File: src/rtl/wb_ifetch_if.sv
// Wishbone classic-pipelined bundle between the fetch master
// and the program ROM slave; 16-bit data, word addressed.
interface if_wb #(
   parameter int aw = 13
) (
   input logic clk,
   input logic rst
);
   logic          cyc;
   logic          stb;
   logic          we;
   logic [1:0]    sel;
   logic [aw-1:0] adr;
   logic [15:0]   dat_i;
   logic          ack;
   logic          stall;

   modport master (
      input  clk, rst, dat_i, ack, stall,
      output cyc, stb, we, sel, adr
   );

   modport slave (
      input  clk, rst, cyc, stb, we, sel, adr,
      output dat_i, ack, stall
   );
endinterface

File: src/rtl/wb_ifetch.sv
// J1 instruction prefetch: streams sequential ROM words over
// pipelined Wishbone into a small FIFO, flushed on pc_load.
module wb_ifetch #(
   parameter int size     = 'h2000,
   parameter int depth    = 4,
   parameter int reset_pc = 0
) (
   if_wb.master                   wb,
   input  logic                   pc_load,
   input  logic [$clog2(size)-1:0] pc_target,
   output logic [15:0]            insn,
   output logic [$clog2(size)-1:0] insn_pc,
   output logic                   insn_valid,
   input  logic                   insn_ready
);
   localparam int aw = $clog2(size);
   localparam int pw = $clog2(depth);
   localparam int cw = pw + 1;
   localparam logic [cw:0] full = (cw+1)'(depth);

   logic [aw-1:0] fa;
   logic [aw-1:0] ra;
   logic [cw-1:0] out_cnt;
   logic [cw-1:0] dis_cnt;
   logic [cw-1:0] cnt;
   logic [cw-1:0] out_nxt;
   logic [pw-1:0] rd_ptr;
   logic [pw-1:0] wr_ptr;
   logic          run;
   logic [15:0]   mem_d  [depth];
   logic [aw-1:0] mem_pc [depth];

   logic          stb;
   logic          accept;
   logic          ack;
   logic          keep;
   logic          pop;
   logic [cw:0]   credit;

   // stb waits one cycle after reset so the bus stays idle
   // while the core is still held in reset
   always_comb begin
      credit  = {1'b0, cnt} + {1'b0, out_cnt};
      stb     = run & (credit < full) & (dis_cnt == '0);
      accept  = stb & ~wb.stall;
      ack     = wb.ack & (out_cnt != '0);
      keep    = ack & (dis_cnt == '0) & ~pc_load;
      pop     = insn_valid & insn_ready & ~pc_load;
      out_nxt = out_cnt + cw'(accept) - cw'(ack);
   end

   always_ff @(posedge wb.clk) begin
      if (wb.rst) begin
         fa      <= aw'(reset_pc);
         ra      <= aw'(reset_pc);
         out_cnt <= '0;
         dis_cnt <= '0;
         cnt     <= '0;
         rd_ptr  <= '0;
         wr_ptr  <= '0;
         run     <= 1'b0;
      end else begin
         run     <= 1'b1;
         out_cnt <= out_nxt;
         if (pc_load) begin
            fa      <= pc_target;
            ra      <= pc_target;
            dis_cnt <= out_nxt;
            cnt     <= '0;
            rd_ptr  <= '0;
            wr_ptr  <= '0;
         end else begin
            if (accept)
               fa <= fa + 1'b1;
            if (ack && dis_cnt != '0)
               dis_cnt <= dis_cnt - 1'b1;
            if (keep) begin
               wr_ptr <= wr_ptr + 1'b1;
               ra     <= ra + 1'b1;
            end
            if (pop)
               rd_ptr <= rd_ptr + 1'b1;
            cnt <= cnt + cw'(keep) - cw'(pop);
         end
      end
   end

   always_ff @(posedge wb.clk) begin
      if (keep) begin
         mem_d[wr_ptr]  <= wb.dat_i;
         mem_pc[wr_ptr] <= ra;
      end
   end

   assign wb.cyc     = stb | (out_cnt != '0);
   assign wb.stb     = stb;
   assign wb.we      = 1'b0;
   assign wb.sel     = 2'b11;
   assign wb.adr     = fa;
   assign insn       = mem_d[rd_ptr];
   assign insn_pc    = mem_pc[rd_ptr];
   assign insn_valid = cnt != '0;
endmodule

File: src/flat_wrapper.sv
// flat-port wrapper written by rule: the top's interface ports become plain ports
module wb_ifetch_flat 
#(
   parameter int size     = 'h2000,
   parameter int depth    = 4,
   parameter int reset_pc = 0
)
  (pc_load, pc_target, insn, insn_pc, insn_valid, insn_ready, clk, rst, wb_dat_i, wb_ack, wb_stall, wb_cyc, wb_stb, wb_we, wb_sel, wb_adr);
  if_wb #(.aw((13))) wb_i (.clk(clk), .rst(rst));
  input  logic pc_load;
  input  logic [$clog2(size)-1:0] pc_target;
  output logic [15:0] insn;
  output logic [$clog2(size)-1:0] insn_pc;
  output logic insn_valid;
  input  logic insn_ready;
  input wire logic clk;
  input wire logic rst;
  input wire logic [$bits(wb_i.dat_i)-1:0] wb_dat_i;
  input wire logic [$bits(wb_i.ack)-1:0] wb_ack;
  input wire logic [$bits(wb_i.stall)-1:0] wb_stall;
  output wire logic [$bits(wb_i.cyc)-1:0] wb_cyc;
  output wire logic [$bits(wb_i.stb)-1:0] wb_stb;
  output wire logic [$bits(wb_i.we)-1:0] wb_we;
  output wire logic [$bits(wb_i.sel)-1:0] wb_sel;
  output wire logic [$bits(wb_i.adr)-1:0] wb_adr;
  assign wb_i.dat_i = wb_dat_i;
  assign wb_i.ack = wb_ack;
  assign wb_i.stall = wb_stall;
  assign wb_cyc = wb_i.cyc;
  assign wb_stb = wb_i.stb;
  assign wb_we = wb_i.we;
  assign wb_sel = wb_i.sel;
  assign wb_adr = wb_i.adr;
  wb_ifetch #(.size(size), .depth(depth), .reset_pc(reset_pc)) u_core (.wb(wb_i), .pc_load(pc_load), .pc_target(pc_target), .insn(insn), .insn_pc(insn_pc), .insn_valid(insn_valid), .insn_ready(insn_ready));
endmodule
File: config.mk
export PLATFORM = sky130hd
export DESIGN_NAME = wb_ifetch_flat
export DESIGN_NICKNAME = d
export VERILOG_FILES = /design/src/rtl/wb_ifetch_if.sv /design/src/rtl/wb_ifetch.sv /design/src/flat_wrapper.sv
export SDC_FILE = /design/constraint.sdc
export NUM_CORES = 1
export LEC_CHECK = 0
export ABC_AREA = 1
export BUFFER_PORTS_ARGS = -buffer_cell sky130_fd_sc_hd__buf_4
export CORE_MARGIN = 5
export CORE_UTILIZATION = 45
export CTS_BUF_LIST = sky130_fd_sc_hd__clkbuf_4 sky130_fd_sc_hd__clkbuf_8
export DETAILED_ROUTE_END_ITERATION = 6
export GPL_ROUTABILITY_DRIVEN = 0
export PLACE_DENSITY = 0.76
export RECOVER_POWER = 50
export SKIP_CTS_REPAIR_TIMING = 1
export SLEW_MARGIN = 20
export SYNTH_ARGS = -nofsm -noshare
export SYNTH_HDL_FRONTEND = slang
export SYNTH_SLANG_ARGS = --single-unit
export TNS_END_PERCENT = 100
File: constraint.sdc
create_clock -name clk -period 6.8 [get_ports clk]
set_clock_uncertainty 0.2 [all_clocks]
set_input_delay 0 -clock clk [delete_from_list [all_inputs] [get_ports clk]]
set_output_delay 0 -clock clk [all_outputs]
set_load 0.05 [all_outputs]
==> qor.txt, run 1 <==
yosys warns = 0
Seq cells post-synth = 158
worst skew pair latency = 0.45 ns
mean post-synth cell area = 10.3 sq um
Finished Layout Cells = 1028
commonest non-fill, non-tap cell in the layout = edfxtp_1
area share of the largest cell type after synthesis = 49.8%
fin nets = 855
Worst EP arrival = 2.88 ns
via count = 5097
WL final = 14500 um
synth unique cells = 37
multi-input logic area = 2200 sq um
Congestion Overflow GR = 0
PwrDens = 264 nW/um^2
die area = 18200 sq um
commonest non-fill, non-tap cells in the layout = 116 x edfxtp_1, 94 x nor2_1, 94 x nand2_1
minimum clock period = 3.08 ns
f_max = 325 MHz
die width = 135 um
DRT Pass-1 Iters = 5
DRC = 0
H-tree depth reported by CTS = 4
# rows = 45
Initial Utilization = 45.9%
Post-Synthesis Cells = 681
Leakage = 0.00320 uW
DRT iter0 DRCs = 331
post-synthesis cell area = 7000 sq um
FF/Latch Area = 4330 sq um
largest net degree at the start of global routing = 60
CP Data Required Time = 6.60 ns
number of CTS-inserted buffers = 17
Port Buffers = 79
status = complete, no violations
sequential fraction of the synthesis area = 61.8%
Setup-failing EPs final = 0
clock sinks = 158
Core ar. = 15300 sq um
final antenna-violating net count = 0
fillers = 1322
Critical Path Sink Type = primary output
VDD IR max = 0.176 mV
share of layout cells above drive strength 1 = 15.1%
Global Route Usage Sum = 15.9%
RSZ-0062 raised after global routing = no
Final Hold Vio Count = 0
Slew HR = 30.4%
chip height = 135 um
first-pass GRT wire length = 22900 um
Slew Limit Fails = 0
CTS max path bufs = 2
Final Cycle Share = 45.2%
setup TNS = 0 ns
Layout Area Growth over Synthesis = 20.6%
CP Launch Type = flop
num ports = 83
clock-pin slew on the worst setup and hold paths = 0.08 ns
Yosys top cell by area = edfxtp_1
clock root cell = clkbuf_8
DP HPWL = 9400 um
Hold Crit Class = in2reg
Via density = 4.96
crit-path max FO = 59
vias in the first global route = 4667
initial antenna violation count = 0
Inst Count DP = 947
Final Util = 55.4%
maxcap violations = 0
antenna fix cells = 0
critical path class = reg2out
measured slew at the worst slew-check pin = 1.04 ns
Final Power = 2230 uW
CTS tree = built
WL/cell = 14.1 um
top cells by area, synth = edfxtp_1 50%, dfxtp_1 12%, o21ai_0 5.8%, nor2_1 5.2%, nand2_1 4.9%
==> state kept, by name, summed over array words and instances, names as in the netlist, named ones only <==
name,cells
u_core.mem_d,64
u_core.mem_pc,52
u_core.ra,13
u_core.wb.adr,13
u_core.cnt,3
u_core.dis_cnt,3
u_core.out_cnt,3
u_core.rd_ptr,2
u_core.wr_ptr,2
u_core.run,1
==> metrics by stage <==
| stage | hold slack [ns] | instance area, sq um | setup slack (ns) |
|---|---|---|---|
| 2_1_floorplan | -0.101 | 7000 | 3.92 |
| 3_3_place_gp | 0.00166 | 7750 | 4.16 |
| 3_5_place_dp | 0.00394 | 7750 | 4.15 |
| 4_1_cts | -0.486 | 8140 | 3.64 |
| 5_1_grt | 0.117 | 8450 | 3.32 |
| 6_report | 0.146 | 8450 | 3.72 |
==> power breakdown <==
group	leakage [uW]	total [uW]	internal, uW	switching (uW)
sequential	0.00140	1130	1090	41.5
clock	0.000197	677	335	342
combinational	0.00160	425	139	286
total	0.00320	2230	1560	669
==> layer usage <==
| layer | global-route usage (%) | share of wire, % |
|---|---|---|
| met1 | 21.2 | 44 |
| met3 | 4.88 | 6.6 |
| met5 | 0 | 0 |
| met4 | 4.58 | 0.98 |
| met2 | 25.3 | 48 |
==> worst paths after layout <==
check	cells after the start	start	end	slack [ns]
worst max-delay path	5	flop	insn_pc[12]	3.72
worst max register to register	9	u_core.dis_cnt[0]	u_core.mem_pc[1][9]	3.78
worst min register to register	2	u_core.rd_ptr[1]	u_core.rd_ptr[1]	0.27
worst min-delay path	2	wb_dat_i[0]	u_core.mem_d[1][0]	0.15
==> layout make-up <==
| class | count | area share, % |
|---|---|---|
| Clock buffer | 19 | 2.95 |
| Sequential cell | 158 | 51.2 |
| Timing Repair Buffer | 133 | 11.9 |
| Inverter | 69 | 3.10 |
| Tap cell | 211 | 3.13 |
| Clock inverter | 13 | 1.66 |
| Multi-Input combinational cell | 425 | 26.1 |
==> cell families after synthesis <==
family	count (synthesis)	synth area share, %
AOI/OAI and AO/OA	149	11.9
adders and majority gates	16	3.07
buffers and inverters	99	6.02
xor gates and xnor gates	9	1.13
other	2	0.107
DFF	158	61.8
and+or+nand+nor	248	16.0
==> critical path, cell delays in order, from the launching register on <==
cell	delay (ns)
dfxtp_2	0.95
inv_1	0.52
buf_4	0.40
o21ai_0	0.19
o22ai_1	0.13
buf_4	0.21
==> cells in the mapped netlist (all sizes together) <==
cell type and instances:
a21oi 27, a31oi 3, buf 17, clkbuf 13, conb 2, dfxtp 42
edfxtp 116, fa 2, ha 14, inv 69, nand2 98, nand3 34
nand4 6, nor2 107, nor3 3, o21a 1, o21ai 87, o21bai 2
o22ai 29, xnor2 2, xor2 7
No activity file was read; power rests on OpenSTA's default activity.
==> inputs of run 2 (changes only) <==
- clock period: 6.8 -> 3 ns (I/O delays scaled with it)
==> run 2 against run 1 <==
Count of clock-buffer cells in the layout up 1. Setup slack worse by 3.5 ns. Sequential share of layout area down 0.49 points. Sequential cell count unchanged. Non-clock buffer count up 10. Clock power up 110%. Via count up 1.5%. Register-to-register slack worse by 3.4 ns. Worst hold slack better by 0.00056 ns. Power up 120%. Final cell count up 0.97%. Routed wire length up 2.0%. Critical path type is now in2reg. Critical endpoint is now u_core.ra[2].
==> qor.txt, run 2 (same netlist as run 1, synthesis figures left out) <==
PwrDens = 583 nW/um^2 (was 264 nW/um^2)
Slew HR = 27.8% (was 30.4%)
Layout Area Growth over Synthesis = 21.8% (was 20.6%)
RSZ-0062 raised after global routing = no (unchanged)
CP most frequent cell = dlygate4sd3_1 (was buf_4)
Initial Utilization = 45.9% (unchanged)
status = complete, no violations (unchanged)
CTS tree = built (unchanged)
clock-pin slew on the worst setup and hold paths = 0.08 ns (about the same)
max reg flops = 64 (unchanged)
worst path bufs/invs = 5 (was 3)
DP HPWL = 9210 um (was 9400 um)
crit-path max FO = 28 (was 59)
Regs by FF count = u_core.mem_d x64, u_core.mem_pc x52 (unchanged)
share of layout cells above drive strength 1 = 15.5% (was 15.1%)
reg2reg start = u_core.dis_cnt[0] (unchanged)
Port Buffers = 79 (unchanged)
final non-filler cell area = 8530 sq um (was 8450 sq um)
via count = 5172 (was 5097)
minimum clock period = 2.81 ns
VDD IR max = 0.434 mV (was 0.176 mV)
WHS = 0.146 ns (about the same)
critical path class = in2reg (was reg2out)
Critical Path Sink Type = flop (was primary output)
CP max stage cell = dlygate4sd3_1 (was dfxtp_2)
CTS max path bufs = 2 (unchanged)
Reg2Reg Setup Slack = 0.38 ns (was 3.78 ns)
fin nets = 865 (was 855)
reg2reg path depth = 12 (was 9)
worst-path cell chain = dlygate4sd3_1 > buf_4 > nand2_1 > dlygate4sd3_1 > o21ai_0 > dlygate4sd3_1 > nand2_1 > dlygate4sd3_1 > a21oi_1 (was inv_1 > buf_4 > o21ai_0 > o22ai_1 > buf_4)
final antenna-violating net count = 0 (unchanged)
CP max stage delay = 0.60 ns (was 0.95 ns)
Cell Area, Placed = 7780 sq um (was 7750 sq um)
DRT iter0 DRCs = 314 (was 331)
# rows = 45 (unchanged)
Leakage = 0.00325 uW (was 0.00320 uW)
critical path startpoint = pc_load
commonest non-fill, non-tap cell in the layout = edfxtp_1 (unchanged)
CP Data Required Time = 3.18 ns (was 6.60 ns)
HP Start = wb_dat_i[0] (unchanged)
H-tree depth reported by CTS = 4 (unchanged)
Setup WS post-layout = 0.191 ns (was 3.72 ns)
DRC = 0 (unchanged)
worst skew pair latency = 0.45 ns (about the same)
Core ar. = 15300 sq um (unchanged)
antenna fix cells = 0 (unchanged)
clock root cell = clkbuf_8 (unchanged)
top cell family by delay on the critical path = buffers and inverters (unchanged)
Global Route Usage Sum = 15.9% (about the same)
Crit path depth = 9 (was 5)
Setup-failing EPs final = 0 (unchanged)
num ports = 83 (unchanged)
WL final = 14800 um (was 14500 um)
RR Endpoint = u_core.ra[6] (was u_core.mem_pc[1][9])
setup TNS = 0 ns (unchanged)
Hold Crit Class = in2reg (unchanged)
CP Launch Type = input pin (was flop)
maxcap violations = 0 (unchanged)
Final Cycle Share = 93.6%
die width = 135 um (unchanged)
WL/cell = 14.3 um (was 14.1 um)
Worst EP arrival = 2.99 ns (was 2.88 ns)
measured slew at the worst slew-check pin = 1.08 ns (was 1.04 ns)
initial antenna violation count = 0 (unchanged)
die area = 18200 sq um (unchanged)
clock sinks = 158 (unchanged)
largest net degree at the start of global routing = 59 (was 60)
number of CTS-inserted buffers = 17 (unchanged)
DP Worst Slack = 0.710 ns (was 4.15 ns)
f_max = 356 MHz
Slew Limit Fails = 0 (unchanged)
CP endpoint = u_core.ra[2] (was insn_pc[12])
Via density = 4.98 (was 4.96)
chip height = 135 um (unchanged)
Final Hold Vio Count = 0 (unchanged)
Largest Register = u_core.mem_d (unchanged)
commonest non-fill, non-tap cells in the layout = 116 x edfxtp_1, 94 x nor2_1, 93 x nand2_1 (was 116 x edfxtp_1, 94 x nor2_1, 94 x nand2_1)
vias in the first global route = 4757 (was 4667)
first-pass GRT wire length = 22700 um (was 22900 um)
Congestion Overflow GR = 0 (unchanged)
DRT Pass-1 Iters = 5 (unchanged)
-- run 2: through the flow --
step | power (uW) | utilization (%) | instances
2_1_floorplan | 3310 | - | 682
3_3_place_gp | 3570 | 51.0 | 951
3_5_place_dp | 3580 | 51.0 | 951
4_1_cts | 5020 | 53.4 | 983
6_report | 4970 | 55.9 | 1038
5_1_grt | 5230 | 55.9 | 1038
-- run 2: how the worst min path moves through the flow --
stage                         endpoint  slack, ns  cells after the start
finish              u_core.mem_d[1][0]       0.15                      2
global route        u_core.mem_d[1][3]       0.14                      2
CTS                 u_core.mem_d[1][0]      -0.49                      1
detailed placement  u_core.mem_d[0][0]      0.002                      1
global placement    u_core.mem_d[3][0]      0.003                      1
floorplan           u_core.mem_d[0][0]      -0.10                      0
-- run 2: final cells by class --
type	count	area [sq um]
Fill cell	1284	6730
Sequential cell	158	4330
Multi-Input combinational cell	425	2220
Timing Repair Buffer	143	1090
Tap cell	211	264
Inverter	69	262
Clock buffer	20	256
Clock inverter	12	110
-- run 2: metal layers --
layer,track usage (%),wire [um]
met5,0,0
met4,5.20,174
met3,4.51,895
met2,26.9,7310
met1,19.8,6440
-- run 2: power breakdown --
part | leakage [uW] | total (uW) | internal [uW] | switching [uW]
Sequential | 0.00140 | 2550 | 2460 | 92.4
Clock | 0.000192 | 1440 | 687 | 756
Combinational | 0.00166 | 975 | 315 | 660
